[src/rtl/boost_pkg.sv]
// Shared constants and FSM state type for the boost converter PI controller.
package boost_pkg;

  localparam int unsigned BOOST_ADC_W = 12;
  localparam int unsigned BOOST_D_W   = 10;
  localparam int unsigned ACC_W       = 24;

  localparam logic [15:0] KP_DEFAULT    = 16'h0100;
  localparam logic [15:0] KI_DEFAULT    = 16'h0010;
  localparam logic [9:0]  D_MIN_DEFAULT = 10'd0;
  localparam logic [9:0]  D_MAX_DEFAULT = 10'd900;

  typedef enum logic [2:0] {
    IDLE = 3'd0,
    REQ  = 3'd1,
    ERR  = 3'd2,
    MULP = 3'd3,
    MULI = 3'd4,
    SUM  = 3'd5,
    SAT  = 3'd6
  } state_t;

endpackage

[src/rtl/boost_tick_sync.sv]
// Two-flop synchronizer for the asynchronous tick level plus a rising-edge
// detector; o_event is a one-cycle pulse per tick edge.
module boost_tick_sync (
  input  logic clk,
  input  logic rst_n,
  input  logic i_tick,
  output logic o_event
);

  logic r_sync1;
  logic r_sync2;
  logic r_prev;

  always_ff @(posedge clk or negedge rst_n) begin
    if (!rst_n) begin
      r_sync1 <= 1'b0;
      r_sync2 <= 1'b0;
      r_prev  <= 1'b0;
    end else begin
      r_sync1 <= i_tick;
      r_sync2 <= r_sync1;
      r_prev  <= r_sync2;
    end
  end

  assign o_event = r_sync2 & ~r_prev;

endmodule

[src/rtl/boost_pi_ctrl.sv]
// Sampled PI voltage controller for a boost stage: one ADC conversion per tick,
// shared multiplier, saturating integrator. Optional BOOST_PI_ANTIWINDUP_EN.
module boost_pi_ctrl
  import boost_pkg::*;
#(
  parameter int unsigned      ADC_W = BOOST_ADC_W,
  parameter int unsigned      D_W   = BOOST_D_W,
  parameter logic [15:0]      KP    = KP_DEFAULT,
  parameter logic [15:0]      KI    = KI_DEFAULT,
  parameter logic [D_W-1:0]   D_MIN = D_MIN_DEFAULT,
  parameter logic [D_W-1:0]   D_MAX = D_MAX_DEFAULT
) (
  input  logic             clk,
  input  logic             rst_n,
  input  logic             ce,
  input  logic             tick,
  input  logic [ADC_W-1:0] vref,
  input  logic [ADC_W-1:0] adc_data,
  input  logic             adc_valid,
  output logic             adc_req,
  output logic [D_W-1:0]   d_boost,
  output logic             d_valid,
  output logic             busy,
  output logic             overrun
);

  localparam int EW = ADC_W + 1;
  localparam int PW = EW + 17;
  localparam int SW = PW + 1;
  localparam int UW = SW - 8;

  localparam logic signed [PW:0]   ACC_HI = (PW + 1)'(2 ** (ACC_W - 1) - 1);
  localparam logic signed [PW:0]   ACC_LO = ~ACC_HI;
  localparam logic signed [UW-1:0] U_MIN  = UW'(D_MIN);
  localparam logic signed [UW-1:0] U_MAX  = UW'(D_MAX);

  state_t                  r_state;
  state_t                  w_next;
  logic                    w_event;
  logic [ADC_W-1:0]        r_vref;
  logic [ADC_W-1:0]        r_adc;
  logic signed [EW-1:0]    r_e;
  logic signed [PW-1:0]    r_p;
  logic signed [ACC_W-1:0] r_acc;
  logic signed [UW-1:0]    r_u;
  logic signed [16:0]      w_gain;
  logic signed [PW-1:0]    w_prod;
  logic signed [PW:0]      w_accSum;
  logic signed [ACC_W-1:0] w_accNext;
  logic signed [SW-1:0]    w_sum;
  logic [D_W-1:0]          w_duty;
  logic                    w_holdInt;

  boost_tick_sync u_tick_sync (
    .clk     (clk),
    .rst_n   (rst_n),
    .i_tick  (tick),
    .o_event (w_event)
  );

  // One multiplier serves both gains; the operand is chosen by state.
  assign w_gain = (r_state == MULI) ? $signed({1'b0, KI}) : $signed({1'b0, KP});
  assign w_prod = PW'(r_e) * PW'(w_gain);

  assign w_accSum  = (PW + 1)'(r_acc) + (PW + 1)'(w_prod);
  assign w_accNext = (w_accSum > ACC_HI) ? ACC_W'(ACC_HI) :
                     (w_accSum < ACC_LO) ? ACC_W'(ACC_LO) : ACC_W'(w_accSum);

  assign w_sum  = SW'(r_p) + SW'(r_acc);
  assign w_duty = (r_u < U_MIN) ? D_MIN : (r_u > U_MAX) ? D_MAX : D_W'(r_u);

`ifdef BOOST_PI_ANTIWINDUP_EN
  // Freeze the integrator while the previous duty is pinned and e pushes further.
  assign w_holdInt = ((d_boost == D_MAX) && !r_e[EW-1] && (r_e != '0)) ||
                     ((d_boost == D_MIN) && r_e[EW-1]);
`else
  assign w_holdInt = 1'b0;
`endif

  assign adc_req = (r_state == REQ);
  assign busy    = (r_state != IDLE);

  always_ff @(posedge clk or negedge rst_n) begin
    if (!rst_n) begin
      r_state <= IDLE;
    end else begin
      r_state <= w_next;
    end
  end

  always_comb begin
    w_next = r_state;
    case (r_state)
      IDLE:    if (ce && w_event) w_next = REQ;
      REQ:     if (adc_valid) w_next = ERR;
      ERR:     w_next = MULP;
      MULP:    w_next = MULI;
      MULI:    w_next = SUM;
      SUM:     w_next = SAT;
      SAT:     w_next = IDLE;
      default: w_next = IDLE;
    endcase
  end

  always_ff @(posedge clk or negedge rst_n) begin
    if (!rst_n) begin
      r_vref  <= '0;
      r_adc   <= '0;
      r_e     <= '0;
      r_p     <= '0;
      r_acc   <= '0;
      r_u     <= '0;
      d_boost <= D_MIN;
      d_valid <= 1'b0;
      overrun <= 1'b0;
    end else begin
      d_valid <= 1'b0;
      if (w_event && (r_state != IDLE)) begin
        overrun <= 1'b1;
      end
      case (r_state)
        IDLE: begin
          if (!ce) begin
            r_acc   <= '0;
            d_boost <= D_MIN;
          end
        end
        REQ: begin
          if (adc_valid) begin
            r_vref <= vref;
            r_adc  <= adc_data;
          end
        end
        ERR:  r_e <= EW'(r_vref) - EW'(r_adc);
        MULP: r_p <= w_prod;
        MULI: begin
          if (!w_holdInt) begin
            r_acc <= w_accNext;
          end
        end
        SUM:  r_u <= UW'(w_sum >>> 8);
        SAT: begin
          d_boost <= w_duty;
          d_valid <= 1'b1;
        end
        default: ;
      endcase
    end
  end

endmodule

[config.mk]
export PLATFORM = sky130hd
export DESIGN_NAME = boost_pi_ctrl
export DESIGN_NICKNAME = d
export VERILOG_FILES = /design/src/rtl/boost_pkg.sv /design/src/rtl/boost_tick_sync.sv /design/src/rtl/boost_pi_ctrl.sv
export SDC_FILE = /design/constraint.sdc
export NUM_CORES = 1
export LEC_CHECK = 0
export ABC_AREA = 1
export CAP_MARGIN = 0
export CORE_ASPECT_RATIO = 1.25
export CORE_MARGIN = 2
export CORE_UTILIZATION = 50
export DETAILED_ROUTE_END_ITERATION = 8
export PLACE_DENSITY_LB_ADDON = 0.2
export SLEW_MARGIN = 30
export SYNTH_ARGS = -nofsm -noshare
export SYNTH_HDL_FRONTEND = slang
export SYNTH_HIERARCHICAL = 1
export SYNTH_SLANG_ARGS = --single-unit
[constraint.sdc]
create_clock -name clk -period 5.7 [get_ports clk]
set_input_delay 0.855 -clock clk [delete_from_list [all_inputs] [get_ports clk]]
set_output_delay 0.855 -clock clk [all_outputs]
set_load 0.01 [all_outputs]
After elaboration in Yosys (flattened, before gate mapping)
Cells that the tools add are included.
Widths: inputs -> output; s select.
- bitwise logic cells: 2
- multiply operators: 1
- mux-type cells: 13
- equality and inequality tests: 9
- reduce and logical (&&, ||, !) cells: 10
- $lt $le $gt $ge: 4
- $add $sub $neg: 3
- operators by type and width (operator ; number):
    $mux 24 ; 3
    $pmux 24 s2 ; 1
    $mux 10 ; 3
    $add 23x24->25 ; 1
    $add 24x23->25 ; 1
    $gt 25x24->1 const B ; 1
    $lt 25x24->1 const B ; 1
    $gt 23x11->1 const B ; 1
    $lt 23x1->1 const B ; 1
    $mul 13x10->23 ; 1
    $pmux 10 s2 ; 1
    $pmux 3 s6 ; 1
    $sub 12x12->13 ; 1
    $eq 3x3->1 const B ; 3
    $mux 9 ; 1
    $reduce_and 2->1 ; 4
    $eq 3x2->1 const B ; 2
    $mux 3 ; 2
    $ne 2x2->1 const B ; 3
    $reduce_bool 2->1 ; 2
    $eq 3x1->1 const B ; 1
    $logic_not 3->1 ; 1
    $reduce_bool 3->1 ; 1
    $logic_and 1x1->1 ; 2
    other kinds (3) ; 3
- input port bits: 29
- logic and storage cells: 55
- output and inout bits: 14
- register bits: 125

Depth between registers and ports, before layout
Gate-level depths: netlist (run 1).
- depth in word-level cells: 8
- gate-level depth with buffers: 30

Modules after synthesis
The synthesis (run 1) kept the hierarchy.
- by module, submodules not included (module ; sequential area each (µm²) ; area an instance (µm²) ; instances ; cells each):
    boost_pi_ctrl ; 2702.6 ; 8314.2 ; 1 ; 1156
    boost_tick_sync ; 75.1 ; 85.1 ; 1 ; 5

Least setup slack after synthesis (run 1)
Ideal clock, no wire load.
- kind: register -> register
- from: register r_state[0]
- to: register r_acc[17]
- cell stages (with the launch flop): 26
- data arrival time: 4.182 ns
- data required time: 5.582 ns
- slack: 1.400 ns
- clock period less this slack: 4.300 ns
- path buffers: 2
- setup time: 0.118 ns
- path through: dfrtp_1 nor2_1 nand2_1 inv_1 buf_2 nor2_1 fa_1 inv_1 ha_1 ha_1 ha_1 inv_1 xor2_1 inv_1 ha_1 nand2_2 nor2_1 and2_1 nand3b_1 nand3_1 nand2_1 nand2_1 nand2_1 buf_2 nand3_1 nand2_1
- longest elaborated chain between the ends: 8
- elaborated cells between the ends (all ways): 13
- those cells by class: 1 x add/sub; 1 x mul; 2 x order compare; 2 x eq/ne; 4 x mux; 3 x reduce/logical
- RTL lines (what ; line ; source):
    start, declared ; boost_pi_ctrl.sv:37 ; state_t r_state;
    start signal, assigned ; boost_pi_ctrl.sv:87 ; r_state <= w_next;
    $eq 3x3->1 (*) ; boost_pi_ctrl.sv:62 ; assign w_gain = (r_state == MULI) ? $signed({1'b0, KI}) : $signed({1'b0, KP});
    $mux 9 (*) ; boost_pi_ctrl.sv:62 ;
    $mul 13x10->23 (*) ; boost_pi_ctrl.sv:63 ; assign w_prod = PW'(r_e) * PW'(w_gain);
    via w_prod[20] ; boost_pi_ctrl.sv:47 ; logic signed [PW-1:0] w_prod;
    $add 24x23->25 (*) ; boost_pi_ctrl.sv:65 ; assign w_accSum = (PW + 1)'(r_acc) + (PW + 1)'(w_prod);
    $lt 25x24->1 ; boost_pi_ctrl.sv:67 ; (w_accSum < ACC_LO) ? ACC_W'(ACC_LO) : ACC_W'(w_accSum);
    $mux 24 ; boost_pi_ctrl.sv:67 ;
    $mux 24 (*) ; boost_pi_ctrl.sv:66 ; assign w_accNext = (w_accSum > ACC_HI) ? ACC_W'(ACC_HI) :
    $pmux 24 s2 (*) ; boost_pi_ctrl.sv:121 ; case (r_state)
    end signal, assigned ; boost_pi_ctrl.sv:138 ; r_acc <= w_accNext;
    end, declared ; boost_pi_ctrl.sv:44 ; logic signed [ACC_W-1:0] r_acc;
Mark *: on every way through the listed nets, which the timed path passes. The rest lies on a longest branch.
A chain may end at the register's enable or synchronous reset.

Final worst setup path (run 1)
Ends and elaborated chain as after synthesis.

==> impl_metrics.yaml, run 1 <==
setup_path:
  r2r-end: "r_acc[17]$_DFFE_PN0P_"
  reg2reg_depth: 23
  endpoint: "r_acc[17]$_DFFE_PN0P_"
  criticalPathCategory: "reg -> reg"
  crit_required_ns: 5.95
  reg2reg_from: "r_state[0]$_DFFE_PN0P_"
  r2r_slack_ns: 0.65
  startpoint: "r_state[0]$_DFFE_PN0P_"
  critPathArrivalTime_ns: 5.30
  critPathMaxFanout: 19
  end_kind: "flip-flop"
  critPathLaunchType: "flip-flop"
cts:
  clock_path_buffers: 2
  clk_pin_slew_worst_paths_ns: 0.08
  htreeDepth: 3
  cts_setup_buffers: 0
  cts_sinks: 111
  cts_tree: "yes"
  clk_latency_ns: 0.36
  cts_made_buffers: 9
  postCtsHoldBufs: 0
  cts_root_buf: "clkbuf_16"
  ctsResizeCount: 0
detailed_routing:
  num_vias: 7556
  post_drt_wl_per_cell_microns: 14.9
  drtIter0Drc: 407
  drtPass1Iterations: 5
  drc: 0
  drt-total-wl_mm: 21.5
  ant_nets: 0
  vias_per_cell: 5.25
die:
  die_y_microns: 149
  io-pin-count: 43
  rows: 53
  die_area_sq_um: 17900
  die_w_microns: 120
  initial_core_util_pct: 50.5
  core_area_sq_um: 16600
global_route:
  grt.overflow.total: 0
  antenna_found_initial: 0
  grt_pass1_vias: 7485
  track_usage_pct: 25.4
  grt_max_degree: 70
  grt_pass1_wl_mm: 36.0
finish:
  fillCellCount: 1591
  final_common_cell: "nand2_1"
  drive_gt1_share_pct: 4.84
  final_cell_mix: "nand2_1, inv_1, dfrtp_1, nor2_1, ha_1"
  stdcell_count: 1438
  syn_to_final_growth_pct: 11.9
  multi_input_area_sq_um: 4970
  antenna_cells: 0
  nets: 1339
  seqCellArea_sq_um: 2780
logic_synthesis:
  synth-seq-area-share_pct: 33.1
  yosysTopAreaCellShare_pct: 33.1
  yosys.area.top_type: "dfrtp_1"
  ys_warn_count: 6
  synth_area_sq_um: 8400
  synth_edf_count: 0
  synth_seq_cells: 111
  synthTopCellsByArea: "dfrtp_1, nand2_1, ha_1"
  synthCells: 1161
  synth.distinct_cells: 40
  avgSynthCellArea_sq_um: 7.23
  synthArstFlopShare_pct: 100
  synth_ff_type: "dfrtp_1"
sta:
  slew_viol_final: 0
  clock_skew_ns: 0.00537
  finalSetupViolations: 0
  tns_ns: 0
  rsz0062_at_grt: "no"
  worst_slack_ns: 0.655
  relSlewSlack_pct: 49.9
  max_slew.worst_pin.slew_ns: 0.750
  timing.final.hold_violations: 0
  period_share_pct: 88.5
  finalCriticalPeriod_ns: 5.05
  fmax_ghz: 0.198
placement:
  dp_hpwl_mm: 17.0
  dpl_worst_slack_ns: 0.697
  dp_cells: 1422
  portBuffers: 42
  place_congestion: 0.954
job:
  maxCapViolations: 0
outcome:
  status: "finished, final reports clean"
min_path:
  min_from: "u_tick_sync/r_sync1$_DFF_PN0_"
  hold_path_class: "reg -> reg"
[registers in the layout (all words and copies together), names as in the netlist]
signal               flops
r_u                     17
r_acc                   20
r_vref                  12
r_e                     13
d_valid                  1
r_state                  3
u_tick_sync/r_sync1      1
r_adc                   12
r_p                     19
u_tick_sync/r_prev       1
d_boost                 10
overrun                  1
u_tick_sync/r_sync2      1
[metrics by stage]
step | hold WS (ns) | instance area (sq um) | util [%]
floorplan | 0.331 | 8440 | -
global placement | 0.335 | 9090 | 54.6
detailed placement | 0.335 | 9090 | 54.6
CTS | 0.352 | 9400 | 56.5
global route | 0.357 | 9400 | 56.5
finish | 0.350 | 9400 | 56.5
[worst max-delay path, stage by stage, from the launching register on]
cell and delay [ns]:
dfrtp_1 0.42, nor2_1 0.16, nand2_1 0.12, inv_1 0.14, nor2_1 0.09, fa_1 0.54
inv_1 0.05, ha_1 0.29, ha_1 0.30, ha_1 0.34, inv_1 0.13, xor2_1 0.31
inv_1 0.08, ha_1 0.41, nand2_2 0.11, nor2_1 0.15, and2_1 0.17, nand3b_1 0.11
nand3_1 0.12, nand2_1 0.05, nand2_1 0.07, nand2_1 0.45, nand3_1 0.23, nand2_1 0.07
[how the worst min path moves through the flow]
stage                                    endpoint  cells past startpoint  slack [ns]
finish              u_tick_sync/r_sync2$_DFF_PN0_                      0        0.35
floorplan           u_tick_sync/r_sync2$_DFF_PN0_                      0        0.33
global route        u_tick_sync/r_sync2$_DFF_PN0_                      0        0.36
global placement    u_tick_sync/r_sync2$_DFF_PN0_                      0        0.33
detailed placement  u_tick_sync/r_sync2$_DFF_PN0_                      0        0.33
CTS                 u_tick_sync/r_sync2$_DFF_PN0_                      0        0.35
[cell usage after synthesis (11+ instances only)]
library cell and instances:
a21oi_1 58, xor2_1 14, o21ai_0 73, dfrtp_1 111
nand3_1 85, ha_1 93, xnor2_1 13, nand4_1 18
nor2_1 98, mux2_2 11, inv_1 156, nor3_1 16
nand2_1 323
[area by class of cell]
class                           instances  share of cell area [%]
Clock buffer                            9                    2.40
Clock inverter                          7                   0.825
Inverter                              160                    6.39
Multi-Input combinational cell        882                    52.9
Sequential cell                       111                    29.5
Tap cell                              220                    2.93
Timing Repair Buffer                   49                    5.04
[metal layers]
layer | global-route usage, % | vias up | wire [microns]
met5 | 0 | - | 0
met4 | 11.8 | 0 | 830
met3 | 2.71 | 54 | 529
met2 | 48.0 | 156 | 11200
met1 | 28.4 | 3478 | 8950
li1 | - | 3868 | -
[kinds of logic (layout without fill, tap and decap cells)]
| family | count (synthesis) | after routing | share of synthesized area, % |
|---|---|---|---|
| AOI/OAI and AO/OA | 163 | 163 | 10.6 |
| DFF | 111 | 111 | 33.1 |
| adders and majority gates | 97 | 97 | 14.8 |
| buffers and inverters | 179 | 225 | 8.24 |
| muxes | 11 | 11 | 1.47 |
| xor gates and xnor gates | 27 | 27 | 2.82 |
| other | 2 | 13 | 0.0894 |
| and+or+nand+nor | 571 | 571 | 28.9 |
Power of run 1 is left out: the tool's default activity adds up to more than one toggle a clock period on the data nets, which glitch-free logic cannot reach.
==> run 2: changes to the inputs <==
--- a/config.mk
+++ b/config.mk
@@ -10,6 +10,7 @@
 export CORE_ASPECT_RATIO = 1.25
 export CORE_MARGIN = 2
 export CORE_UTILIZATION = 50
+export CTS_CLUSTER_SIZE = 25
 export DETAILED_ROUTE_END_ITERATION = 8
 export PLACE_DENSITY_LB_ADDON = 0.2
 export SLEW_MARGIN = 30
==> results of run 2 <==
The final DEF is identical to that of run 1; final timing and power are the same.
Power of run 2 is left out for the same reason.
